[config.mk]
export PLATFORM = sky130hd
export DESIGN_NAME = vga_frame_monitor_flat
export DESIGN_NICKNAME = d
export VERILOG_FILES = /design/src/rtl/vga_mon_pkg.sv /design/src/rtl/vga_frame_monitor_if.sv /design/src/rtl/vga_mon_edge.sv /design/src/rtl/vga_frame_monitor.sv /design/src/flat_wrapper.sv
export SDC_FILE = /design/constraint.sdc
export NUM_CORES = 1
export LEC_CHECK = 0
export CORE_MARGIN = 1.5
export CORE_UTILIZATION = 35
export DETAILED_ROUTE_END_ITERATION = 8
export PLACE_DENSITY = 0.6
export SLEW_MARGIN = 25
export SYNTH_ARGS = -nofsm -noshare
export SYNTH_HDL_FRONTEND = slang
export SYNTH_HIERARCHICAL = 1
export SYNTH_SLANG_ARGS = --single-unit
[constraint.sdc]
create_clock -name clk -period 3.88 [get_ports clk]
set_clock_uncertainty 0.15 [all_clocks]
set_input_delay 0.582 -clock clk [delete_from_list [all_inputs] [get_ports clk]]
set_output_delay 0.582 -clock clk [all_outputs]
set_load 0.01 [all_outputs]
[src/rtl/vga_mon_pkg.sv]
// rtl/vga_mon_pkg.sv - shared timing defaults, state encoding and helpers for the VGA frame monitor
package vga_mon_pkg;

   localparam int DEF_H_ACTIVE = 640;
   localparam int DEF_H_TOTAL  = 800;
   localparam int DEF_V_ACTIVE = 480;
   localparam int DEF_V_TOTAL  = 525;
   localparam int RGB_W        = 24;
   localparam int COORD_W      = 10;
   localparam int CNT_W        = 12;

   typedef enum logic [1:0] {
      UNLOCKED = 2'd0,
      ALIGN    = 2'd1,
      LOCKED   = 2'd2
   } mon_state_t;

   // Counters stick at all-ones so a runaway line or frame can never alias a legal count.
   function automatic logic [CNT_W-1:0] sat_inc(input logic [CNT_W-1:0] v);
      return (&v) ? v : v + CNT_W'(1);
   endfunction

endpackage

[src/rtl/vga_frame_monitor_if.sv]
// rtl/vga_frame_monitor_if.sv - VGA output bus as driven by the video generator and observed by the monitor
interface vga_frame_monitor_if;
   logic       vga_clk;
   logic       vga_hs;
   logic       vga_vs;
   logic       vga_blank_n;
   logic [7:0] vga_r;
   logic [7:0] vga_g;
   logic [7:0] vga_b;

   modport master (output vga_clk, vga_hs, vga_vs, vga_blank_n, vga_r, vga_g, vga_b);
   modport slave  (input  vga_clk, vga_hs, vga_vs, vga_blank_n, vga_r, vga_g, vga_b);
endinterface

[src/rtl/vga_mon_edge.sv]
// rtl/vga_mon_edge.sv - pixel-clock rise detect and HS/VS leading-edge detect on sampled sync
module vga_mon_edge #(
   parameter bit SYNC_POL = 1'b0
) (
   input  logic clk,
   input  logic reset,
   input  logic vga_clk,
   input  logic vga_hs,
   input  logic vga_vs,
   output logic tick,
   output logic hs_edge,
   output logic vs_edge
);

   logic vga_clk_q;
   logic hs_q;
   logic vs_q;

   // Previous sync samples start at the idle level so a sync already asserted after reset counts once.
   always_ff @(posedge clk or negedge reset) begin
      if (!reset) begin
         vga_clk_q <= 1'b0;
         hs_q      <= ~SYNC_POL;
         vs_q      <= ~SYNC_POL;
      end else begin
         vga_clk_q <= vga_clk;
         if (tick) begin
            hs_q <= vga_hs;
            vs_q <= vga_vs;
         end
      end
   end

   assign tick    = vga_clk & ~vga_clk_q;
   assign hs_edge = tick && (hs_q != SYNC_POL) && (vga_hs == SYNC_POL);
   assign vs_edge = tick && (vs_q != SYNC_POL) && (vga_vs == SYNC_POL);

endmodule

[src/rtl/vga_frame_monitor.sv]
// rtl/vga_frame_monitor.sv - passive VGA timing checker and pixel capture; VGA_MON_SUM_EN adds a per-frame checksum
module vga_frame_monitor
   import vga_mon_pkg::*;
#(
   parameter int H_ACTIVE = DEF_H_ACTIVE,
   parameter int H_TOTAL  = DEF_H_TOTAL,
   parameter int V_ACTIVE = DEF_V_ACTIVE,
   parameter int V_TOTAL  = DEF_V_TOTAL,
   parameter bit SYNC_POL = 1'b0
) (
   input  logic                clk,
   input  logic                reset,
   vga_frame_monitor_if.slave  vga,
   input  logic                clear_err,
   output logic                pix_valid,
   output logic [COORD_W-1:0]  pix_x,
   output logic [COORD_W-1:0]  pix_y,
   output logic [RGB_W-1:0]    pix_rgb,
   output logic                locked,
   output logic                frame_done,
   output logic                h_err,
   output logic                v_err,
   output logic                act_err,
   output logic [31:0]         frame_sum
);

   mon_state_t         state;
   logic               tick, hs_edge, vs_edge;
   logic               h_mis;
   logic [CNT_W-1:0]   h_cnt, v_cnt, a_cnt, line_cnt;
   logic [CNT_W-1:0]   h_next, v_seen, lines_seen, a_base, y_base;
   logic               h_bad, a_bad, v_bad, l_bad, line_inc;
   logic               is_locked, capture;
   logic [RGB_W-1:0]   rgb;

   vga_mon_edge #(.SYNC_POL(SYNC_POL)) u_edge (
      .clk     (clk),
      .reset   (reset),
      .vga_clk (vga.vga_clk),
      .vga_hs  (vga.vga_hs),
      .vga_vs  (vga.vga_vs),
      .tick    (tick),
      .hs_edge (hs_edge),
      .vs_edge (vs_edge)
   );

   // HS is resolved before VS, so a coincident HS edge is counted in the frame that is closing.
   always_comb begin
      rgb        = {vga.vga_r, vga.vga_g, vga.vga_b};
      h_next     = sat_inc(h_cnt);
      line_inc   = hs_edge && (a_cnt != '0);
      h_bad      = hs_edge && (h_next != CNT_W'(H_TOTAL));
      a_bad      = hs_edge && (a_cnt != '0) && (a_cnt != CNT_W'(H_ACTIVE));
      v_seen     = hs_edge ? sat_inc(v_cnt) : v_cnt;
      lines_seen = line_inc ? sat_inc(line_cnt) : line_cnt;
      v_bad      = vs_edge && (v_seen != CNT_W'(V_TOTAL));
      l_bad      = vs_edge && (lines_seen != CNT_W'(V_ACTIVE));
      a_base     = hs_edge ? '0 : a_cnt;
      y_base     = vs_edge ? '0 : lines_seen;
      is_locked  = (state == LOCKED);
      capture    = tick && vga.vga_blank_n && is_locked;
   end

   always_ff @(posedge clk or negedge reset) begin
      if (!reset) begin
         state      <= UNLOCKED;
         locked     <= 1'b0;
         h_mis      <= 1'b0;
         h_cnt      <= '0;
         v_cnt      <= '0;
         a_cnt      <= '0;
         line_cnt   <= '0;
         pix_valid  <= 1'b0;
         pix_x      <= '0;
         pix_y      <= '0;
         pix_rgb    <= '0;
         frame_done <= 1'b0;
         h_err      <= 1'b0;
         v_err      <= 1'b0;
         act_err    <= 1'b0;
      end else begin
         pix_valid  <= 1'b0;
         frame_done <= 1'b0;
         if (tick) begin
            h_cnt    <= hs_edge ? '0 : h_next;
            v_cnt    <= vs_edge ? '0 : v_seen;
            line_cnt <= y_base;
            a_cnt    <= vga.vga_blank_n ? sat_inc(a_base) : a_base;
            if (capture) begin
               pix_valid <= 1'b1;
               pix_x     <= a_base[COORD_W-1:0];
               pix_y     <= y_base[COORD_W-1:0];
               pix_rgb   <= rgb;
            end
            case (state)
               UNLOCKED: begin
                  if (vs_edge) begin
                     state <= ALIGN;
                     h_mis <= 1'b0;
                  end
               end
               ALIGN: begin
                  if (vs_edge) begin
                     h_mis <= 1'b0;
                     if (!h_mis && !h_bad && (v_seen == CNT_W'(V_TOTAL))) begin
                        state  <= LOCKED;
                        locked <= 1'b1;
                     end
                  end else if (h_bad) begin
                     h_mis <= 1'b1;
                  end
               end
               LOCKED: begin
                  frame_done <= vs_edge;
                  if (h_bad || a_bad || v_bad || l_bad) begin
                     state  <= UNLOCKED;
                     locked <= 1'b0;
                  end
               end
               default: begin
                  state  <= UNLOCKED;
                  locked <= 1'b0;
               end
            endcase
         end
         h_err   <= !clear_err && (h_err   || (is_locked && h_bad));
         v_err   <= !clear_err && (v_err   || (is_locked && v_bad));
         act_err <= !clear_err && (act_err || (is_locked && (a_bad || l_bad)));
      end
   end

`ifdef VGA_MON_SUM_EN
   logic [31:0] sum_acc;

   // A pixel landing on the VS tick opens the next frame's sum.
   always_ff @(posedge clk or negedge reset) begin
      if (!reset) begin
         sum_acc   <= '0;
         frame_sum <= '0;
      end else if (tick) begin
         if (vs_edge) begin
            sum_acc <= capture ? {8'd0, rgb} : 32'd0;
            if (is_locked) begin
               frame_sum <= sum_acc;
            end
         end else if (capture) begin
            sum_acc <= sum_acc + {8'd0, rgb};
         end
      end
   end
`else
   assign frame_sum = '0;
`endif

endmodule

[src/flat_wrapper.sv]
// flat-port wrapper written by rule: the top's interface ports become plain ports
module vga_frame_monitor_flat import vga_mon_pkg::*;
#(
   parameter int H_ACTIVE = DEF_H_ACTIVE,
   parameter int H_TOTAL  = DEF_H_TOTAL,
   parameter int V_ACTIVE = DEF_V_ACTIVE,
   parameter int V_TOTAL  = DEF_V_TOTAL,
   parameter bit SYNC_POL = 1'b0
)
  (clk, reset, clear_err, pix_valid, pix_x, pix_y, pix_rgb, locked, frame_done, h_err, v_err, act_err, frame_sum, vga_vga_clk, vga_vga_hs, vga_vga_vs, vga_vga_blank_n, vga_vga_r, vga_vga_g, vga_vga_b);
  vga_frame_monitor_if vga_i ();
  input  logic clk;
  input  logic reset;
  input  logic clear_err;
  output logic pix_valid;
  output logic [COORD_W-1:0] pix_x;
  output logic [COORD_W-1:0] pix_y;
  output logic [RGB_W-1:0] pix_rgb;
  output logic locked;
  output logic frame_done;
  output logic h_err;
  output logic v_err;
  output logic act_err;
  output logic [31:0] frame_sum;
  input wire logic [$bits(vga_i.vga_clk)-1:0] vga_vga_clk;
  input wire logic [$bits(vga_i.vga_hs)-1:0] vga_vga_hs;
  input wire logic [$bits(vga_i.vga_vs)-1:0] vga_vga_vs;
  input wire logic [$bits(vga_i.vga_blank_n)-1:0] vga_vga_blank_n;
  input wire logic [$bits(vga_i.vga_r)-1:0] vga_vga_r;
  input wire logic [$bits(vga_i.vga_g)-1:0] vga_vga_g;
  input wire logic [$bits(vga_i.vga_b)-1:0] vga_vga_b;
  assign vga_i.vga_clk = vga_vga_clk;
  assign vga_i.vga_hs = vga_vga_hs;
  assign vga_i.vga_vs = vga_vga_vs;
  assign vga_i.vga_blank_n = vga_vga_blank_n;
  assign vga_i.vga_r = vga_vga_r;
  assign vga_i.vga_g = vga_vga_g;
  assign vga_i.vga_b = vga_vga_b;
  vga_frame_monitor #(.H_ACTIVE(H_ACTIVE), .H_TOTAL(H_TOTAL), .V_ACTIVE(V_ACTIVE), .V_TOTAL(V_TOTAL), .SYNC_POL(SYNC_POL)) u_core (.clk(clk), .reset(reset), .vga(vga_i), .clear_err(clear_err), .pix_valid(pix_valid), .pix_x(pix_x), .pix_y(pix_y), .pix_rgb(pix_rgb), .locked(locked), .frame_done(frame_done), .h_err(h_err), .v_err(v_err), .act_err(act_err), .frame_sum(frame_sum));
endmodule
# Word-level counts from Yosys, hierarchy flattened
# Index checks and enable logic that the tools add are counted.
# totals
ff_bits	104
inputBits	31
out_inout_bits	82
# op_classes
bitwise_logic	5
addsub	4
n_mux	28
eq_ne	12
n_reduce_logical	40
# op_table
cell	count
12-bit two-way mux	11
12-bit by 1-bit adder with 12-bit output (second input constant)	4
12-bit AND reduction	4
12-bit by 10-bit != test with 1-bit output (second input constant)	3
1-bit logical AND	19
12-bit by 10-bit == test with 1-bit output (second input constant)	1
12-bit by 9-bit != test with 1-bit output (second input constant)	1
12-bit nonzero test	1
1-bit two-way mux	10
5-bit AND reduction	2
2-bit two-way mux	4
1-bit logical OR	7
2-bit by 1-bit != test with 1-bit output (second input constant)	3
2-bit case mux with 3 select lines	1
1-bit NOT	4
4-bit AND reduction	1
1-bit logical NOT	3
3-bit by 1-bit != test with 1-bit output (second input constant)	1
1-bit case mux with 3 select lines	1
2-bit by 1-bit == test with 1-bit output (second input constant)	1
2-bit == test (second input constant)	1
2-bit logical NOT	1
2-bit != test (second input constant)	1
1-bit case mux with 2 select lines	1
3 further kinds	3

# Longest topological paths before layout
# depth
depth_word	12
depth_mapped	14
ltp_nobuf	12

# Hierarchy
# The synthesis kept the hierarchy.
# modules_own_cells
module	seq_area_each_um2	n_inst	cells_per_inst	area_each_um2
vga_frame_monitor	2527.4	1	679	5903.2
vga_mon_edge	77.6	1	9	140.1

# Least setup slack after synthesis
# No wires, ideal clock.
# synth_timing
path_type	input to register
startpoint	in vga_vga_clk
endpoint	reg u_core.a_cnt[5]
cell_stages	14
setup_ps	83
slack_ps	839
t_arrival_ps	2808
path_cell_list	nand2b_4 nor3b_1 buf_2 buf_2 nor2b_1 ha_1 nand2_1 nor2_1 nand3_1 nor2_1 or3_1 or2_2 xor2_1 o22ai_1
# synth_between
elab_chain_len	7
elab_cells_between_ends	8
cone_classes	add/sub (1); mux (3); bitwise (1); reduce/logical (3)
# synth_lines
item	line	text
start: declaration	flat_wrapper.sv:25	input wire logic [$bits(vga_i.vga_clk)-1:0] vga_vga_clk;
1-bit AND *	vga_mon_edge.sv:34	assign tick = vga_clk & ~vga_clk_q;
1-bit logical AND * (2 in a row)	vga_mon_edge.sv:35	assign hs_edge = tick && (hs_q != SYNC_POL) && (vga_hs == SYNC_POL);
named net u_core.hs_edge	vga_frame_monitor.sv:28	logic tick, hs_edge, vs_edge;
12-bit two-way mux *	vga_frame_monitor.sv:58	a_base = hs_edge ? '0 : a_cnt;
named net u_core.a_base[0]	vga_frame_monitor.sv:31	logic [CNT_W-1:0] h_next, v_seen, lines_seen, a_base, y_base;
12-bit by 1-bit adder with 12-bit output or 12-bit AND reduction (tied branches)	vga_mon_pkg.sv:20	return (&v) ? v : v + CNT_W'(1);
12-bit two-way mux *	vga_mon_pkg.sv:20	
12-bit two-way mux *	vga_frame_monitor.sv:88	a_cnt <= vga.vga_blank_n ? sat_inc(a_base) : a_base;
end signal: assignment	vga_frame_monitor.sv:88	
end: declaration	vga_frame_monitor.sv:30	logic [CNT_W-1:0] h_cnt, v_cnt, a_cnt, line_cnt;
# The timed path passes the listed nets; every way through them passes the cells marked *.
# A chain may end at the register's enable or synchronous reset.

# Worst setup path in the final report
# layout_timing
startpoint	in vga_vga_clk
endpoint	reg u_core.locked
# layout_between
elab_chain_len	10
elab_cells_between_ends	25
cone_classes	eq/ne (6); mux (2); bitwise (1); reduce/logical (16)
# layout_lines
item	line	text
1-bit AND *	vga_mon_edge.sv:34	
1-bit logical AND * (2 in a row)	vga_mon_edge.sv:35	
named net u_core.hs_edge	vga_frame_monitor.sv:28	
12-bit two-way mux or 1-bit logical AND (tied branches)	vga_frame_monitor.sv:54, vga_frame_monitor.sv:51, vga_frame_monitor.sv:53	
12-bit by 10-bit != test with 1-bit output, or another cell as far along	vga_frame_monitor.sv:56	v_bad = vs_edge && (v_seen != CNT_W'(V_TOTAL));
1-bit logical AND, or another cell as far along	vga_frame_monitor.sv:56	
1-bit logical OR or 1-bit logical AND (tied branches)	vga_frame_monitor.sv:115, vga_frame_monitor.sv:57	
1-bit logical OR	vga_frame_monitor.sv:115	if (h_bad || a_bad || v_bad || l_bad) begin
2-bit != test (no line)	n/a	
5-bit AND reduction (no line) *	n/a	
end signal: assignment	vga_frame_monitor.sv:107	locked <= 1'b1;
end signal: assignment	vga_frame_monitor.sv:117	locked <= 1'b0;
end signal: assignment	vga_frame_monitor.sv:122	locked <= 1'b0;
end: declaration	vga_frame_monitor.sv:19	output logic locked,
# Marks and branches as above.

==> summary.md <==
| Metric | Value |
|---|---|
| Routability cong. | 0.878 |
| Max_cap viols | 0 |
| Avg Inst Size Synth | 8.78 um2 |
| Global-route wire length before repair | 24700 um |
| Final Cell Area | 7250 um2 |
| CP endpoint kind | flop |
| Period minus WS final | 3.34 ns |
| CP required | 4.01 ns |
| Sequential cell area | 2610 um2 |
| Reg clk slew, reported paths | 0.07 ns |
| Nets@finish | 783 |
| Final hold violation count | 0 |
| # diodes | 0 |
| Clk Latency, worst-skew pair | 0.35 ns |
| Starting Density | 36.2% |
| Area of the multi-input gates | 3080 um2 |
| Largest net degree at the start of global routing | 71 |
| Slew headroom | 48.3% |
| Pre-Repair DR Iteration Count | 5 |
| Total Wirelength | 14900 um |
| Flops & latches, synth | 104 |
| Fin crit share | 86.1% |
| Most common cell after layout, fill and taps aside | nand2_1 |
| IR drop worst, VDD | 0.000223 V |
| Setup TNS | 0 ns |
| Vias per cell | 5.32 |
| Placed Area | 6920 um2 |
| Seq/Total Area, Yosys | 43.1% |
| Post-Syn Area | 6040 um2 |
| Number of synthesized flops with an enable pin | 0 |
| Initial drt markers | 413 |
| FMAX | 299 MHz |
| PostCTS Resize Cnt | 0 |
| Setup Crit Path Kind | input pin to flop |
| Pint | 2.24 mW |
| RSZ-0062 raised after global routing | false |
| Top_reg_cell synth | dfrtp_1 |
| Post-synthesis cell type count | 71 |
| Detail Route Antenna Nets | 0 |
| Non-Filler Instances | 973 |
| Clock Tree Buf Depth | 2 |
| Post-CTS setup buffer count | 0 |
| Clock share of power | 28.2% |
| Vias | 5173 |
| CTS root buf | clkbuf_16 |
| Global route total overflow | 0 |
| Arr. time, crit path | 3.47 ns |
| Async set-reset flop share out of synthesis | 100% |
| Core Area | 16700 um2 |
| Max-slew violations | 0 |
| Switch share | 31.9% |
| Combinational share of power | 26.6% |
| Sequential power share | 45.2% |
| GR Util All Layers | 16.9% |
| Number of global-route vias before repair | 4951 |
| H-tree depth | 3 |
| Share of layout cells above drive strength 1 | 8.76% |
| Std cell rows | 47 |
| Worst Reg-to-Reg Cells | 8 |
| Gate Count Post-Synth | 688 |
| Critical Path Start Type | input pin |
| Commonest cells after routing, fill and taps aside | nand2_1 (143), dfrtp_1 (102), clkdlybuf4s50_1 (79), a21oi_1 (43), nor2_1 (43) |
| WL/cell | 15.3 um |
| Fill cells | 1640 |
| Worst Path Max Fanout | 23 |
| Placed Cells | 955 |
| CTS Buf Count | 9 |
| DIE WIDTH | 134 um |
| Power Density | 454 nW/um2 |
| # IOs | 113 |
| Area grow syn2layout | 20.0% |
| Port bufs | 80 |
| Endpoints failing setup | 0 |
| Worst setup margin | 0.538 ns |
| Dpl hpwl | 10300 um |
| P_sw | 1.05 mW |
| Status | complete, no violations |
| Pre-CTS setup slack | 0.202 ns |
| Die Area | 18100 um2 |
| Yosys warns | 6 |
| Initial antenna violation count | 0 |
| WHS Path Cells | 2 |
| Worst-margin pin slew | 0.771 ns |
| Min-delay worst type | flop to flop |
| Clk sink count | 104 |
| CTS tree | built |
| Pleak | 3.07 nW |
| Residual DRC | 0 |
| Die height | 134 um |
[through the flow]
step | hold WS (ns) | total power, mW | utilization, %
final | 0.327 | 3.29 | 43.4
after global placement | 0.307 | 2.36 | 41.4
after CTS | 0.244 | 3.33 | 43.2
after floorplan | 0.136 | 1.97 | -
after detailed placement | 0.312 | 2.38 | 41.4
after global routing | 0.352 | 3.50 | 43.4
[power by group through the flow]
stage / registers [mW] / logic, mW / clock network, mW
after global routing: 1.52 / 0.972 / 1.01
after CTS: 1.48 / 0.878 / 0.969
after detailed placement: 1.50 / 0.873 / 0
after floorplan: 1.50 / 0.469 / 0
final: 1.49 / 0.876 / 0.928
after global placement: 1.50 / 0.863 / 0
[synthesized netlist by cell type, types with 7 or more instances]
cell type	count	area, um2
nor2b_1	10	62.6
clkbuf_1	26	97.6
a31oi_1	12	75.1
nand3_1	15	75.1
a21oi_1	43	215
o31ai_1	12	90.1
nand2_1	143	537
and3_1	14	87.6
nor2_1	43	161
xor2_1	9	78.8
o21ai_0	16	80.1
mux2i_1	7	70.1
mux2_2	9	101
buf_4	33	248
inv_1	13	48.8
a41oi_1	8	70.1
dfrtp_1	102	2550
nand4_1	11	68.8
nor3_1	20	100
buf_2	11	55.1
a41o_1	7	70.1
o2bb2ai_1	14	123
[area by class of cell]
type	count	share of cell area, %
Tap cell	220	3.80
Clock inverter	5	0.897
Inverter	15	0.776
Sequential cell	104	35.9
Timing Repair Buffer	94	12.9
Clock buffer	11	3.21
Multi-Input combinational cell	524	42.5
[flip-flops by register name, summed over array words and instances, names as in the netlist]
signal,count
u_core/h_err,1
u_core/pix_rgb,24
u_core/u_edge/hs_q,1
u_core/h_cnt,12
u_core/pix_x,10
u_core/locked,1
u_core/u_edge/vs_q,1
u_core/line_cnt,12
u_core/u_edge/vga_clk_q,1
u_core/v_err,1
u_core/frame_done,1
u_core/act_err,1
u_core/a_cnt,12
u_core/state,2
u_core/pix_y,10
u_core/v_cnt,12
u_core/pix_valid,1
u_core/h_mis,1
[logic make-up after synthesis]
family                     share of synthesized area (%)
muxes                                               3.33
AOI/OAI and AO/OA                                   19.1
buffers and inverters                               8.10
and+or+nand+nor                                     23.4
adders and majority gates                          0.828
other                                             0.0621
xor gates and xnor gates                            2.03
DFF                                                 43.1
[metal layers]
layer  track usage (%)  up-vias  wire length [um]
li1                  -     2511                 -
met1              23.0     2468              6970
met2              27.0      175              6860
met3              2.68       19               812
met4              6.63        0               221
met5                 0        -                 0
[worst max-delay path: stages]
cell             delay [ns]
clkdlybuf4s50_1        0.53
nand2b_4               0.10
nor3b_2                0.26
buf_12                 0.20
nand4_1                0.16
nor3_1                 0.40
a31o_2                 0.22
nand4_1                0.12
nand3b_1               0.24
o31ai_1                0.39
nand2_1                0.10
a31oi_1                0.17
[what timing repair did]
| action | in CTS | in global routing |
|---|---|---|
| endpoints found under the setup margin | 0 | 0 |
| endpoints found under the hold margin | 0 | 15 |
| hold buffers | 0 | 1 |
[worst paths after layout]
| kind | to | from | slack, ns |
|---|---|---|---|
| worst max-delay path | u_core/locked$_DFFE_PN0P_ | vga_vga_clk | 0.54 |
| worst min-delay path | u_core/pix_rgb[11]$_DFFE_PN0P_ | u_core/pix_rgb[11]$_DFFE_PN0P_ | 0.33 |
| worst max register to register | u_core/locked$_DFFE_PN0P_ | u_core/h_cnt[0]$_DFFE_PN0P_ | 0.86 |
| worst min register to register | u_core/pix_rgb[11]$_DFFE_PN0P_ | u_core/pix_rgb[11]$_DFFE_PN0P_ | 0.33 |
| max in group asynchronous | u_core/v_cnt[7]$_DFFE_PN0P_ | reset | 2.22 |
| min in group asynchronous | u_core/v_cnt[3]$_DFFE_PN0P_ | reset | 0.49 |
Note: power is estimated with default switching activity, not from simulation.
